### config.mk
export PLATFORM = sky130hd
export DESIGN_NAME = pl_uart_tx
export DESIGN_NICKNAME = d
export VERILOG_FILES = /design/src/rtl/pl_uart_tx.sv
export SDC_FILE = /design/constraint.sdc
export NUM_CORES = 1
export LEC_CHECK = 0
export BUFFER_PORTS_ARGS = -buffer_cell sky130_fd_sc_hd__buf_2
export CELL_PAD_IN_SITES_DETAIL_PLACEMENT = 1
export CELL_PAD_IN_SITES_GLOBAL_PLACEMENT = 1
export CORE_MARGIN = 4
export CORE_UTILIZATION = 49
export CTS_CLUSTER_DIAMETER = 40
export DETAILED_ROUTE_END_ITERATION = 7
export GPL_TIMING_DRIVEN = 0
export PLACE_DENSITY_LB_ADDON = 0.1
export REMOVE_ABC_BUFFERS = 1
export SLEW_MARGIN = 5
export SYNTH_ARGS = -nofsm -noshare
export SYNTH_HDL_FRONTEND = slang
export SYNTH_SLANG_ARGS = --single-unit
### constraint.sdc
create_clock -name clk -period 3.8 [get_ports clk]
set_clock_uncertainty 0.05 [all_clocks]
set_input_delay 0.38 -clock clk [delete_from_list [all_inputs] [get_ports clk]]
set_output_delay 0.38 -clock clk [all_outputs]
set_load 0.05 [all_outputs]
### src/rtl/pl_uart_tx.sv
// pl_uart_tx: memory-mapped UART transmitter for the GPIO region (selected by HSEL).
// The CPU stores bytes into a TX FIFO. A bit-timed FSM serialises each byte as 8N1 on UART_TX.
// A level interrupt reports when the FIFO has drained and the line is idle.
// Optional build macro UART_TX_PARITY_EN adds a parity bit after the data bits (8E1, or 8O1 via CTRL[1]).
module pl_uart_tx #(
   parameter int CLKS_PER_BIT = 868,
   parameter int FIFO_DEPTH   = 8
) (
   input  logic        clk,
   input  logic        clr,
   input  logic        HSEL,
   input  logic        we,
   input  logic [5:0]  haddr,
   input  logic [31:0] datain,
   output logic [31:0] dataout,
   output logic        irq,
   output logic        UART_TX
);

   localparam int          AW        = $clog2(FIFO_DEPTH);
   localparam logic [AW:0] DEPTH_CNT = FIFO_DEPTH[AW:0];

   typedef enum logic [2:0] {
      S_IDLE,
      S_START,
      S_DATA,
`ifdef UART_TX_PARITY_EN
      S_PARITY,
`endif
      S_STOP
   } state_t;

   state_t        state;
   logic [7:0]    mem [FIFO_DEPTH];
   logic [AW-1:0] wr_ptr;
   logic [AW-1:0] rd_ptr;
   logic [AW:0]   count;
   logic [8:0]    count_ext;
   logic [7:0]    shreg;
   logic [2:0]    bit_idx;
   logic [15:0]   bit_timer;
   logic [15:0]   div_latched;
   logic [15:0]   bauddiv;
   logic [15:0]   eff_div;
   logic          ovf;
   logic          irq_en;
   logic          par_odd_rd;
   logic          empty;
   logic          full;
   logic          busy;
   logic          tick;
   logic          push_req;
   logic          push_ok;
   logic          pop;
   logic          wr_status;
   logic          wr_ctrl;
   logic          wr_baud;
   logic          unused_bits;

`ifdef UART_TX_PARITY_EN
   logic          par_odd;
   assign par_odd_rd = par_odd;
`else
   assign par_odd_rd = 1'b0;
`endif

   assign push_req  = HSEL && we && (haddr == 6'd0);
   assign wr_status = HSEL && we && (haddr == 6'd1);
   assign wr_ctrl   = HSEL && we && (haddr == 6'd2);
   assign wr_baud   = HSEL && we && (haddr == 6'd3);

   assign empty     = (count == '0);
   assign full      = (count == DEPTH_CNT);
   assign busy      = (state != S_IDLE);
   assign tick      = (bit_timer == 16'd0);
   assign eff_div   = (bauddiv < 16'd2) ? 16'd2 : bauddiv;
   assign pop       = !empty && ((state == S_IDLE) || ((state == S_STOP) && tick));
   assign push_ok   = push_req && (!full || pop);
   assign count_ext = 9'(count);
   assign unused_bits = ^{datain[31:16], count_ext[8]};

   // FIFO storage needs no reset; only the pointers and count define its contents.
   always_ff @(posedge clk) begin
      if (push_ok) mem[wr_ptr] <= datain[7:0];
   end

   // FIFO pointers and occupancy; a push into a full FIFO is accepted only when a pop frees a slot.
   always_ff @(posedge clk or posedge clr) begin
      if (clr) begin
         wr_ptr <= '0;
         rd_ptr <= '0;
         count  <= '0;
      end else begin
         if (push_ok) wr_ptr <= wr_ptr + AW'(1);
         if (pop)     rd_ptr <= rd_ptr + AW'(1);
         if (push_ok && !pop)      count <= count + (AW+1)'(1);
         else if (!push_ok && pop) count <= count - (AW+1)'(1);
      end
   end

   // Control registers and the sticky overflow flag.
   always_ff @(posedge clk or posedge clr) begin
      if (clr) begin
         ovf     <= 1'b0;
         irq_en  <= 1'b0;
         bauddiv <= 16'(CLKS_PER_BIT);
`ifdef UART_TX_PARITY_EN
         par_odd <= 1'b0;
`endif
      end else begin
         if (wr_status && datain[3])   ovf <= 1'b0;
         else if (push_req && !push_ok) ovf <= 1'b1;
         if (wr_ctrl) begin
            irq_en  <= datain[0];
`ifdef UART_TX_PARITY_EN
            par_odd <= datain[1];
`endif
         end
         if (wr_baud) bauddiv <= datain[15:0];
      end
   end

   // Frame sequencer: start bit, 8 data bits LSB first, optional parity, stop; back-to-back when FIFO holds more.
   always_ff @(posedge clk or posedge clr) begin
      if (clr) begin
         state       <= S_IDLE;
         UART_TX     <= 1'b1;
         shreg       <= 8'd0;
         bit_idx     <= 3'd0;
         bit_timer   <= 16'd0;
         div_latched <= 16'd2;
      end else begin
         case (state)
            S_IDLE: begin
               if (!empty) begin
                  shreg       <= mem[rd_ptr];
                  div_latched <= eff_div;
                  bit_timer   <= eff_div - 16'd1;
                  UART_TX     <= 1'b0;
                  state       <= S_START;
               end
            end
            S_START: begin
               if (tick) begin
                  bit_timer <= div_latched - 16'd1;
                  bit_idx   <= 3'd0;
                  UART_TX   <= shreg[0];
                  state     <= S_DATA;
               end else begin
                  bit_timer <= bit_timer - 16'd1;
               end
            end
            S_DATA: begin
               if (tick) begin
                  bit_timer <= div_latched - 16'd1;
                  if (bit_idx == 3'd7) begin
`ifdef UART_TX_PARITY_EN
                     UART_TX <= (^shreg) ^ par_odd;
                     state   <= S_PARITY;
`else
                     UART_TX <= 1'b1;
                     state   <= S_STOP;
`endif
                  end else begin
                     bit_idx <= bit_idx + 3'd1;
                     UART_TX <= shreg[bit_idx + 3'd1];
                  end
               end else begin
                  bit_timer <= bit_timer - 16'd1;
               end
            end
`ifdef UART_TX_PARITY_EN
            S_PARITY: begin
               if (tick) begin
                  bit_timer <= div_latched - 16'd1;
                  UART_TX   <= 1'b1;
                  state     <= S_STOP;
               end else begin
                  bit_timer <= bit_timer - 16'd1;
               end
            end
`endif
            S_STOP: begin
               if (tick) begin
                  if (!empty) begin
                     shreg       <= mem[rd_ptr];
                     div_latched <= eff_div;
                     bit_timer   <= eff_div - 16'd1;
                     UART_TX     <= 1'b0;
                     state       <= S_START;
                  end else begin
                     state <= S_IDLE;
                  end
               end else begin
                  bit_timer <= bit_timer - 16'd1;
               end
            end
            default: begin
               state   <= S_IDLE;
               UART_TX <= 1'b1;
            end
         endcase
      end
   end

   // Drain interrupt, registered so it follows the idle/empty condition by one cycle.
   always_ff @(posedge clk or posedge clr) begin
      if (clr) irq <= 1'b0;
      else     irq <= irq_en & empty & ~busy;
   end

   // Register read mux; STATUS reflects the registered state, so a same-cycle push is not yet visible.
   always_comb begin
      dataout = 32'd0;
      if (HSEL) begin
         case (haddr)
            6'd1:    dataout = {16'd0, count_ext[7:0], 4'd0, ovf, empty, full, busy};
            6'd2:    dataout = {30'd0, par_odd_rd, irq_en};
            6'd3:    dataout = {16'd0, bauddiv};
            default: dataout = 32'd0;
         endcase
      end
   end

endmodule

==> out/summary.txt <==
Buffers on Ports - 43
Crit-path leading delay family - simple AND/OR/NAND/NOR gates
Async set-or-reset flop fraction in the synthesized netlist - 53.96%
Cells after synthesis - 611
Root Driver - clkbuf_16
Status - complete, no violations
Initial antenna violation count - 0
Unrepaired setup endpoints after global routing - yes
Routed Antenna Nets - 0
Kind of critical path - reg -> reg
WL/cell - 22.17 um
HP Start - datain[13]
Filler instances - 1,583
Fin crit period - 3.634 ns
Slew @ Worst Pin - 1.110 ns
Kind of end point of the critical path - flop
Final instance area - 8506 um2
Ys flop type - dfrtp_1
Slew Viols, Final - 0
CTS tree - built
# placed instances - 813
CTS Buffer Depth - 2
Post-route insts no fill - 848
Placed inst area - 7851 um2
Clock latency at the later pin of the worst-skew pair - 0.42 ns
Detailed Place HPWL - 12,990 um
Final #Nets - 706
First-pass GRT wire length - 30,490 um
LEAKAGE - 3.462 nW
WL final - 18,800 um
FF-to-FF End - bit_timer[6]
MaxCap Viol Count - 0
Post-Syn Area per Cell - 12.40 um2
Fmax - 0.2752 GHz
Pwr Total - 6.736 mW
Total global routing track utilization - 22.15%
Buf/Inv on CP - 0
Yosys reg bits - 139
Final Util - 55.95%
Power Dens Cells - 791.9 nW/um2
Cells on worst reg2reg path - 10
Synth cell count leaders - 68 x dfrtp_1, 64 x edfxtp_1, 41 x nor2_1
TritonCTS buffer count - 17
Setup TNS - 0 ns
Yosys warnings - 0
Final hold violations - 0
Setup crit start - bauddiv[3]
Yosys top cell area share - 25.36%
IO Count - 76
Worst endpoint required time - 4.10 ns
Die area - 17,520 um2
Critical Path AT - 3.93 ns
Post-synthesis sequential area ratio - 50.25%
Via count of the first global-routing pass - 5,337
Largest net degree at the start of global routing - 41
Crit path largest cell delay - 0.68 ns
Netlist cell types - 74
Reg-to-reg slack, setup - 0.17 ns
Core area - 15,200 um2
H-Tree Depth - 4
Congestion Overflow GR - 0
Die Span X - 132.4 um
N_diodes - 0
Register area - 3810 um2
Share of layout cells above drive strength 1 - 26.21%
DR pass1 iterations - 5
Synth Cell Area - 7577 um2
Max transition margin - 25.97%
Synthesis-to-layout area growth - 12.25%
Initial DRC count - 386
Chip height - 132.4 um
Worst vdd ir - 0.3994 mV
Class of the tightest hold or removal check - in -> reg
Reg-to-Reg Start - bauddiv[3]
WP depth - 10
Row cnt - 45
Slowest CP cell - or4b_2
Via density - 6.127
Max FO, Critical Path - 10
Most numerous cell in the Yosys netlist - dfrtp_1
Critical-path cell list - or4_4, nor4_4, nand2b_1, o21ai_2, ha_1, nor3b_2, or4b_2, a31oi_1, a211oi_1, o21ai_0
Clk sink count - 139
CTS clk-pin slew, worst paths - 0.07 ns
CP Launch Type - flop
Number of flops mapped to enable cells by yosys - 64
Critical Path Sink - bit_timer[6]
Largest area contributor in the netlist - edfxtp_1
Multi-input logic area - 3533 um2
RePlAce Congestion - 0.8582
Initial Util - 49.84%
Fin crit share - 95.63%
Top post-synthesis cells by area - edfxtp_1 25%, dfrtp_1 22%, mux4_2 5.4%
Drt drc - 0
Vias - 5,196
# setup viols final - 0
worst min-delay path by stage:
stage / depth (start not counted) / to / slack, ns
final: 2 / bauddiv[13] / 0.13
after global routing: 2 / bauddiv[10] / 0.11
after CTS: 2 / bauddiv[13] / 0.12
after detailed placement: 2 / bauddiv[11] / 0.41
after global placement: 2 / UART_TX / 0.43
after floorplan: 1 / ovf / 0.42
cell usage in the layout, fill, tap and decap left out, types with 5 or more instances in the layout:
master and instances:
o211ai_1 6, a31oi_1 7, a22o_1 6, a21oi_1 26
nor4_1 10, mux2_4 11, xnor2_1 18, nand3_1 11
inv_1 9, conb_1 16, nand4_1 5, nor2_1 41
or4_1 9, mux2_2 25, a22oi_1 10, nor3_1 17
ha_1 16, or3_1 8, mux4_2 18, and3_1 13
dfrtp_1 66, edfxtp_1 64, dfstp_2 7, nand2_1 22
buf_2 43, mux2i_1 17, clkbuf_16 17, o21ai_0 15
nand2b_1 8, xor2_1 20
kinds of logic after synthesis:
group / share of synthesized area (%)
flip-flops: 50.25
multiplexers: 13.49
XOR/XNOR: 4.392
buffers and inverters: 4.607
adder cells (fa/ha/maj): 2.906
other: 0.04949
AO/OA/AOI/OAI: 9.329
AND/OR/NAND/NOR: 14.98
repair_timing:
action / 4_1_cts / 5_1_grt
cloned: 0 / 1
setup endpoints to repair: 8 / 2
hold endpoints to repair: 33 / 0
gates resized for setup: 2 / 7
pin swaps: 0 / 2
setup buffers: 0 / 1
hold buffers: 1 / 0
registers in the layout, indices dropped and copies added, names as in the netlist, 3 cells and up:
signal	count
mem	64
shreg	8
rd_ptr	3
bauddiv	16
bit_timer	16
count	4
wr_ptr	3
div_latched	16
bit_idx	3
area by class of cell:
type                       instances  share of cell area, %
inverter                          10                 0.4707
tap                              188                  2.766
timing repair buffer              50                  3.413
sequential                       139                  44.79
clock buffer                      17                  5.001
clock inverter                    15                  2.015
multi-input combinational        429                  41.54
routing by layer:
metal	wire length, um	vias to the layer above	track usage, %
met3	978	13	4.733
met1	8958	2656	32.90
met2	8719	143	33.81
met5	0	-	0
li1	-	2384	-
met4	148	0	4.619
power breakdown:
part,leakage [nW],total (mW),switching [mW],internal (mW)
combinational,1.65,2.81,1.58,1.23
clock,0.288,1.67,0.734,0.937
sequential,1.53,2.25,0.439,1.82
through the flow:
stage / setup WS, ns / hold slack [ns]
6_report: 0.1659 / 0.1306
5_1_grt: -0.03093 / 0.1128
4_1_cts: 0.01282 / 0.1157
3_5_place_dp: -0.3564 / 0.4072
3_3_place_gp: -0.7964 / 0.4298
2_1_floorplan: 0.4101 / 0.4161
Power figures use the tool's default switching activity.
